### src/rtl/mux_cmp_pipe_if.sv
// rtl/mux_cmp_pipe_if.sv - operand/result handshake bundle for mux_cmp_pipe
// out_eq is present only when MUXCMP_EQ_FLAG_EN is defined.
interface mux_cmp_pipe_if #(
    parameter int W     = 8,
    parameter int NCH   = 4,
    parameter int CNT_W = 16
);
    localparam int SW = $clog2(NCH);

    logic                 in_valid;
    logic                 in_ready;
    logic [NCH*W-1:0]     a_bus;
    logic [NCH*W-1:0]     b_bus;
    logic [SW-1:0]        a_sel;
    logic [SW-1:0]        b_sel;
    logic [1:0]           mode;
    logic                 out_valid;
    logic                 out_ready;
    logic                 out_res;
    logic [CNT_W-1:0]     res_cnt;
    logic                 cnt_clr;
`ifdef MUXCMP_EQ_FLAG_EN
    logic                 out_eq;

    modport master (
        output in_valid, a_bus, b_bus, a_sel, b_sel, mode, out_ready, cnt_clr,
        input  in_ready, out_valid, out_res, res_cnt, out_eq
    );
    modport slave (
        input  in_valid, a_bus, b_bus, a_sel, b_sel, mode, out_ready, cnt_clr,
        output in_ready, out_valid, out_res, res_cnt, out_eq
    );
`else
    modport master (
        output in_valid, a_bus, b_bus, a_sel, b_sel, mode, out_ready, cnt_clr,
        input  in_ready, out_valid, out_res, res_cnt
    );
    modport slave (
        input  in_valid, a_bus, b_bus, a_sel, b_sel, mode, out_ready, cnt_clr,
        output in_ready, out_valid, out_res, res_cnt
    );
`endif
endinterface

### src/rtl/mux_cmp_pipe.sv
// rtl/mux_cmp_pipe.sv - two-stage operand select and magnitude compare with saturating true count
// Optional equality flag: define MUXCMP_EQ_FLAG_EN.
module mux_cmp_pipe #(
    parameter int W     = 8,
    parameter int NCH   = 4,
    parameter int SW    = $clog2(NCH),
    parameter int CNT_W = 16
) (
    input  logic          clk,
    input  logic          rst,
    mux_cmp_pipe_if.slave s_if
);
    localparam logic [CNT_W-1:0] CNT_MAX = '1;

    logic             r_s1_v;
    logic [W-1:0]     r_s1_a;
    logic [W-1:0]     r_s1_b;
    logic [1:0]       r_s1_mode;
    logic             r_s2_v;
    logic             r_res;
    logic [CNT_W-1:0] r_cnt;

    logic             w_s2_adv;
    logic             w_s1_adv;
    logic             w_accept;
    logic             w_out_hs;
    logic [W-1:0]     w_a_mux;
    logic [W-1:0]     w_b_mux;
    logic [W-1:0]     w_a_key;
    logic [W-1:0]     w_b_key;
    logic             w_gt;
    logic             w_eq;
    logic             w_res;

    // Each stage may move whenever the one downstream frees up in the same cycle.
    assign w_s2_adv = !r_s2_v || s_if.out_ready;
    assign w_s1_adv = !r_s1_v || w_s2_adv;
    assign w_accept = s_if.in_valid && s_if.in_ready;
    assign w_out_hs = r_s2_v && s_if.out_ready;

    assign s_if.in_ready  = !rst && w_s1_adv;
    assign s_if.out_valid = r_s2_v;
    assign s_if.out_res   = r_res;
    assign s_if.res_cnt   = r_cnt;

    always_comb begin
        w_a_mux = '0;
        w_b_mux = '0;
        for (int k = 0; k < NCH; k++) begin
            if (s_if.a_sel == SW'(k)) w_a_mux = s_if.a_bus[k*W +: W];
            if (s_if.b_sel == SW'(k)) w_b_mux = s_if.b_bus[k*W +: W];
        end
    end

    always_ff @(posedge clk) begin
        if (rst) begin
            r_s1_v    <= 1'b0;
            r_s1_a    <= '0;
            r_s1_b    <= '0;
            r_s1_mode <= 2'b00;
        end else begin
            if (w_s1_adv) r_s1_v <= w_accept;
            if (w_accept) begin
                r_s1_a    <= w_a_mux;
                r_s1_b    <= w_b_mux;
                r_s1_mode <= s_if.mode;
            end
        end
    end

    // Flipping the sign bit maps two's complement order onto unsigned order.
    assign w_a_key = {r_s1_a[W-1] ^ r_s1_mode[1], r_s1_a[W-2:0]};
    assign w_b_key = {r_s1_b[W-1] ^ r_s1_mode[1], r_s1_b[W-2:0]};
    assign w_gt    = w_a_key > w_b_key;
    assign w_eq    = r_s1_a == r_s1_b;
    assign w_res   = w_gt || (r_s1_mode[0] && w_eq);

`ifdef MUXCMP_EQ_FLAG_EN
    logic r_eq;
    assign s_if.out_eq = r_eq;
`endif

    always_ff @(posedge clk) begin
        if (rst) begin
            r_s2_v <= 1'b0;
            r_res  <= 1'b0;
`ifdef MUXCMP_EQ_FLAG_EN
            r_eq   <= 1'b0;
`endif
        end else if (w_s2_adv) begin
            r_s2_v <= r_s1_v;
            if (r_s1_v) begin
                r_res <= w_res;
`ifdef MUXCMP_EQ_FLAG_EN
                r_eq  <= w_eq;
`endif
            end
        end
    end

    always_ff @(posedge clk) begin
        if (rst || s_if.cnt_clr) begin
            r_cnt <= '0;
        end else if (w_out_hs && r_res && (r_cnt != CNT_MAX)) begin
            r_cnt <= r_cnt + 1'b1;
        end
    end
endmodule

### src/flat_wrapper.sv
// flat-port wrapper written by rule: the top's interface ports become plain ports
module mux_cmp_pipe_flat 
#(
    parameter int W     = 8,
    parameter int NCH   = 4,
    parameter int SW    = $clog2(NCH),
    parameter int CNT_W = 16
)
  (clk, rst, s_if_in_valid, s_if_a_bus, s_if_b_bus, s_if_a_sel, s_if_b_sel, s_if_mode, s_if_out_ready, s_if_cnt_clr, s_if_in_ready, s_if_out_valid, s_if_out_res, s_if_res_cnt);
  mux_cmp_pipe_if #(.W(W), .NCH(NCH), .CNT_W(CNT_W)) s_if_i ();
  input  logic clk;
  input  logic rst;
  input wire logic [$bits(s_if_i.in_valid)-1:0] s_if_in_valid;
  input wire logic [$bits(s_if_i.a_bus)-1:0] s_if_a_bus;
  input wire logic [$bits(s_if_i.b_bus)-1:0] s_if_b_bus;
  input wire logic [$bits(s_if_i.a_sel)-1:0] s_if_a_sel;
  input wire logic [$bits(s_if_i.b_sel)-1:0] s_if_b_sel;
  input wire logic [$bits(s_if_i.mode)-1:0] s_if_mode;
  input wire logic [$bits(s_if_i.out_ready)-1:0] s_if_out_ready;
  input wire logic [$bits(s_if_i.cnt_clr)-1:0] s_if_cnt_clr;
  output wire logic [$bits(s_if_i.in_ready)-1:0] s_if_in_ready;
  output wire logic [$bits(s_if_i.out_valid)-1:0] s_if_out_valid;
  output wire logic [$bits(s_if_i.out_res)-1:0] s_if_out_res;
  output wire logic [$bits(s_if_i.res_cnt)-1:0] s_if_res_cnt;
  assign s_if_i.in_valid = s_if_in_valid;
  assign s_if_i.a_bus = s_if_a_bus;
  assign s_if_i.b_bus = s_if_b_bus;
  assign s_if_i.a_sel = s_if_a_sel;
  assign s_if_i.b_sel = s_if_b_sel;
  assign s_if_i.mode = s_if_mode;
  assign s_if_i.out_ready = s_if_out_ready;
  assign s_if_i.cnt_clr = s_if_cnt_clr;
  assign s_if_in_ready = s_if_i.in_ready;
  assign s_if_out_valid = s_if_i.out_valid;
  assign s_if_out_res = s_if_i.out_res;
  assign s_if_res_cnt = s_if_i.res_cnt;
  mux_cmp_pipe #(.W(W), .NCH(NCH), .SW(SW), .CNT_W(CNT_W)) u_core (.clk(clk), .rst(rst), .s_if(s_if_i));
endmodule
### config.mk
export PLATFORM = sky130hd
export DESIGN_NAME = mux_cmp_pipe_flat
export DESIGN_NICKNAME = d
export VERILOG_FILES = /design/src/rtl/mux_cmp_pipe_if.sv /design/src/rtl/mux_cmp_pipe.sv /design/src/flat_wrapper.sv
export SDC_FILE = /design/constraint.sdc
export NUM_CORES = 1
export LEC_CHECK = 0
export CORE_MARGIN = 5
export CORE_UTILIZATION = 45
export CTS_CLUSTER_DIAMETER = 80
export CTS_CLUSTER_SIZE = 14
export DETAILED_ROUTE_END_ITERATION = 16
export PLACE_DENSITY_LB_ADDON = 0.12
export SLEW_MARGIN = 20
export SYNTH_ARGS = -nofsm -noshare
export SYNTH_HDL_FRONTEND = slang
export SYNTH_SLANG_ARGS = --single-unit
### constraint.sdc
create_clock -name clk -period 2.5 [get_ports clk]
set_input_delay 0.5 -clock clk [delete_from_list [all_inputs] [get_ports clk]]
set_output_delay 0.5 -clock clk [all_outputs]
set_load 0.02 [all_outputs]
Yosys cells after proc, flatten, opt, wreduce, memory -nomap -nowiden. Index checks and enable logic that the tools add are counted.

Add/sub/neg operators: 1. Order comparisons: 1. Equality and inequality tests: 8. Multiplexer cells: 8. Bitwise gates (word level): 2. Reduce and logical (&&, ||, !) cells: 16.

Operators by type and width (count): $mux 8 (8); $add 16x1->16 const B (1); $ne 16x16->1 const B (1); $eq 2x2->1 const B (4); $eq 8x8->1 (1); $gt 8x8->1 (1); $logic_and 1x1->1 (6); $eq 2x1->1 const B (2); $logic_not 2->1 (2); $logic_or 1x1->1 (4); $logic_not 1->1 (3); $reduce_and 2->1 (1); $xor 1x1->1 (2).

Register bits after elaboration: 37. Input bits: 75. Word-level logic and storage cells: 43.

Depth between registers and ports, before layout.
Depth in word-level cells: 5. Depth in mapped cells: 7.

Worst setup path before layout. No wires, ideal clock.

Path type: reg2reg. Start point: register u_core.r_cnt[0], in the netlist u_core.s_if.res_cnt[0]. End point: register u_core.r_cnt[10], in the netlist u_core.s_if.res_cnt[10]. Library setup time: 128 ps. Data arrival time: 1727 ps. Slack: 645 ps. Cell stages (with the launch flop): 8. Period minus slack after synthesis: 1855 ps. Path through: dfxtp_1 > ha_1 > nand3_1 > o41ai_2 > buf_2 > nor4_1 > xnor2_1 > nor2_1.

Cells in the longest elaborated chain, start to end: 2.

Ends and longest elaborated chain: start, declared (line mux_cmp_pipe.sv:21) `logic [CNT_W-1:0] r_cnt;`; start signal, assigned (line mux_cmp_pipe.sv:105) `r_cnt <= r_cnt + 1'b1;`; parallel branches: the longest is 2 deep, another holds $add 16x1->16.

Several ways; the timed one is not identified. A chain may end at the register's enable or synchronous reset.

Worst setup path in the final report.
Start point: register u_core.r_cnt[12], in the netlist u_core.s_if.res_cnt[12]. End point: register u_core.r_cnt[2], in the netlist u_core.s_if.res_cnt[2].

Cells in the longest elaborated chain, start to end: 2.

Ends and longest elaborated chain: $ne 16x16->1 (line mux_cmp_pipe.sv:104) `end else if (w_out_hs && r_res && (r_cnt != CNT_MAX)) begin`; $logic_and 1x1->1 (line mux_cmp_pipe.sv:104).

No other way between the ends.

==> flow_summary_export.csv <==
group,metric,value,unit
final_layout,multi_input_area,1280,µm²
floorplanning,core,4629,µm²
critical_path,worstReg2RegStart,"u_core.s_if.res_cnt[12]$_SDFFE_PP0P_",
yosys,synthFlopType,"dfxtp_1",
timing,slew_headroom,31.38,%
critical_path,slowest_delay,1.00,ns
pwr,fin_total_pwr,1554,µW
yosys,synth_top_area_cell,"dfxtp_1",
timing,setup_ws,0.3338,ns
yosys,syn_nets,307,
pwr,ir_worst_vdd,0.3539,mV
critical_path,r2r_slack,0.33,ns
final_layout,area_growth,53.59,%
yosys,syn_area_per_cell,9.423,µm²
final_layout,regArea,740.7,µm²
critical_path,worstPathMaxFanout,12,
detailed_routing,vias,1990,
run_status,outcome,"finished, final reports clean",
pwr,p_leak,0.001187,µW
clock_tree,cts.clk_slew.worst_paths,0.08,ns
detailed_routing,viasPerCell,5.335,
critical_path,end_kind,"register",
final_layout,insertedDiodeCount,0,
timing,setup_viol,0,
clock_tree,cts_setup_buffers,0,
critical_path,critPathSlowestCell,"o41ai_2",
pwr,cellPowerDensity,479.3,nW/µm²
critical_path,arrival,2.33,ns
place,port_buffers,93,
critical_path,cp-start-kind,"register",
yosys,synth.distinct_cells,36,
detailed_routing,drtIter0Drc,69,
clock_tree,cts_tree,"yes",
place,dp_slack,0.04399,ns
detailed_routing,antenna_left,0,
clock_tree,clockBufferDepth,2,
timing,tightest_slew,1.018,ns
critical_path,required,2.67,ns
detailed_routing,dr.pass1.iters,4,
clock_tree,clk_latency,0.29,ns
detailed_routing,wl,4.968,mm
global_routing,grt_start_max_net_pins,27,
clock_tree,clock-root-buffer,"clkbuf_8",
timing,fin_crit_sh,86.65,%
global_routing,grt_usage,16.80,%
final_layout,nFillCells,378,
floorplanning,pin_count,94,
yosys,synth_top_area_share,35.09,%
critical_path,reg2reg_to,"u_core.s_if.res_cnt[2]$_SDFFE_PP0P_",
detailed_routing,routedWlPerCell,13.32,µm
run,cap_violations,0,
critical_path,crit_type,"register to register",
yosys,ys_top_cells_by_area,"dfxtp_1, mux4_2, nand2_1, ha_1, xnor2_1",
final_layout,fin_cells,373,
yosys,ys_ff_latch,37,
global_routing,grt_overflow_total,0,
place,dp_hpwl,4.035,mm
floorplanning,die_area,6161,µm²
timing,drv_slew,0,
timing,rsz0062_at_grt,"false",
yosys,netlist_area,2111,µm²
timing,fmax,461.6,MHz
floorplanning,die_y,78.49,µm
clock_tree,htree_levels,2,
final_layout,drive_above_1_share,11.29,%
place,gp_congestion,0.8082,
global_routing,grt_pass1_vias,1963,
timing,min_period,2.166,ns
global_routing,grt_pass1_wl,8.424,mm
global_routing,antenna_found_initial,0,
final_layout,fin_util,70.03,%
yosys,syn_inst,224,
worst_hold_path,hp-class,"register to register",
floorplanning,die_x,78.49,µm
yosys,synth_common_cells,"dfxtp_1, nand2_1, nor2_1",
critical_path,crit_chain,"nand4_1, o41ai_2, nor2_1, xnor2_1, nor2_1",
yosys,synth_most_common_cell,"dfxtp_1",
yosys,synth-seq-area-share,35.09,%
critical_path,crit_top_cell,"nor2_1",
worst_hold_path,hold_start,"u_core.r_s1_b[0]$_SDFFE_PP0P_",
timing,finalHoldViolations,0,
clock_tree,ctsHoldBuffers,0,
floorplanning,initial_core_util,45.59,%
floorplanning,num_rows,25,
yosys,synthArstFlopShare,0,%
yosys,yosysWarnings,0,
timing,timing.setup.tns,0,ns
worst_hold_path,hold_depth,2,
final_layout,layout.nets,401,
timing,skew,0.008989,ns
detailed_routing,drc_errors,0,
clock_tree,cts-buffers-inserted,5,
clock_tree,clkSinkCount,37,
critical_path,worstRegToRegCells,5,
worst_hold_path,holdPathEnd,"u_core.r_s1_b[0]$_SDFFE_PP0P_",
yosys,synth_edf_count,0,
place,dp.cells,365,
==> timing repair <==
action | CTS | global route
endpoints found under the hold margin | 0 | 0
resized for setup | 0 | 1
setup endpoints to repair | 0 | 1
==> kinds of logic after synthesis <==
group                    Yosys count  synth area share (%)
buffers and inverters             23                 4.268
multiplexers                      17                 17.55
flip-flops                        37                 35.09
AND/OR/NAND/NOR                  101                 24.60
AO/OA/AOI/OAI                     25                 8.359
XOR/XNOR                          13                 5.394
adder cells (fa/ha/maj)            8                 4.742
==> worst max-delay path, delay by kind of cell, from the launching register on <==
family | cells | cell delay, ns
and+or+nand+nor | 3 | 0.42
AOI/OAI and AO/OA | 1 | 1.00
xor gates and xnor gates | 1 | 0.19
DFF | 1 | 0.43
==> final cells by class <==
| class | count | area share (%) |
|---|---|---|
| multi-input cells | 164 | 39.48 |
| repair buffers | 99 | 30.18 |
| flip-flops and latches | 37 | 22.85 |
| clock buffers | 5 | 2.123 |
| well taps | 54 | 2.084 |
| clock inverters | 3 | 2.007 |
| inverters | 11 | 1.274 |
==> power by group <==
group	total, µW	switching (µW)	internal, µW
logic	309	109	200
registers	635	17.0	618
clock network	609	213	396
==> layout by cell type, fill, tap and decap left out, types with 3 or more instances in the layout <==
cell and count:
nor4_1 4, nand4_1 7, o31ai_1 8, nor2_1 22, inv_1 11, clkbuf_8 5
nand3_1 5, buf_4 6, mux4_2 16, o21ai_0 3, ha_1 8, nand2_1 34
xnor2_1 11, dfxtp_1 37, nand3b_1 11, nor3_1 6, a21oi_1 7, clkdlybuf4s50_1 92
==> stage by stage <==
stage	hold WS, ns	cell area, µm²
3_3_place_gp	0.4658	3105
5_1_grt	0.4984	3242
6_report	0.4816	3242
2_1_floorplan	0.4500	2111
3_5_place_dp	0.4672	3105
4_1_cts	0.4840	3239
==> state kept, by name (all words and copies together), names as in the netlist <==
| signal | flops |
|---|---|
| u_core.s_if.out_res | 1 |
| u_core.r_s1_mode | 2 |
| u_core.s_if.res_cnt | 16 |
| u_core.r_s1_b | 8 |
| u_core.s_if.out_valid | 1 |
| u_core.r_s1_v | 1 |
| u_core.r_s1_a | 8 |
==> worst max path at each step <==
stage | start | endpoint | cells past startpoint
5_1_grt | u_core.s_if.res_cnt[12]$_SDFFE_PP0P_ | u_core.s_if.res_cnt[6]$_SDFFE_PP0P_ | 5
2_1_floorplan | u_core.s_if.res_cnt[0]$_SDFFE_PP0P_ | u_core.s_if.res_cnt[10]$_SDFFE_PP0P_ | 7
3_3_place_gp | s_if_out_ready | s_if_in_ready | 4
6_report | u_core.s_if.res_cnt[12]$_SDFFE_PP0P_ | u_core.s_if.res_cnt[2]$_SDFFE_PP0P_ | 5
4_1_cts | s_if_out_ready | s_if_in_ready | 4
3_5_place_dp | s_if_out_ready | s_if_in_ready | 4
==> metal layers <==
metal	wire, µm	global-route usage [%]
met4	35	4.021
met1	1934	18.32
met2	2645	31.59
met3	353	5.046
met5	0	0
Power figures use the tool's default switching activity.
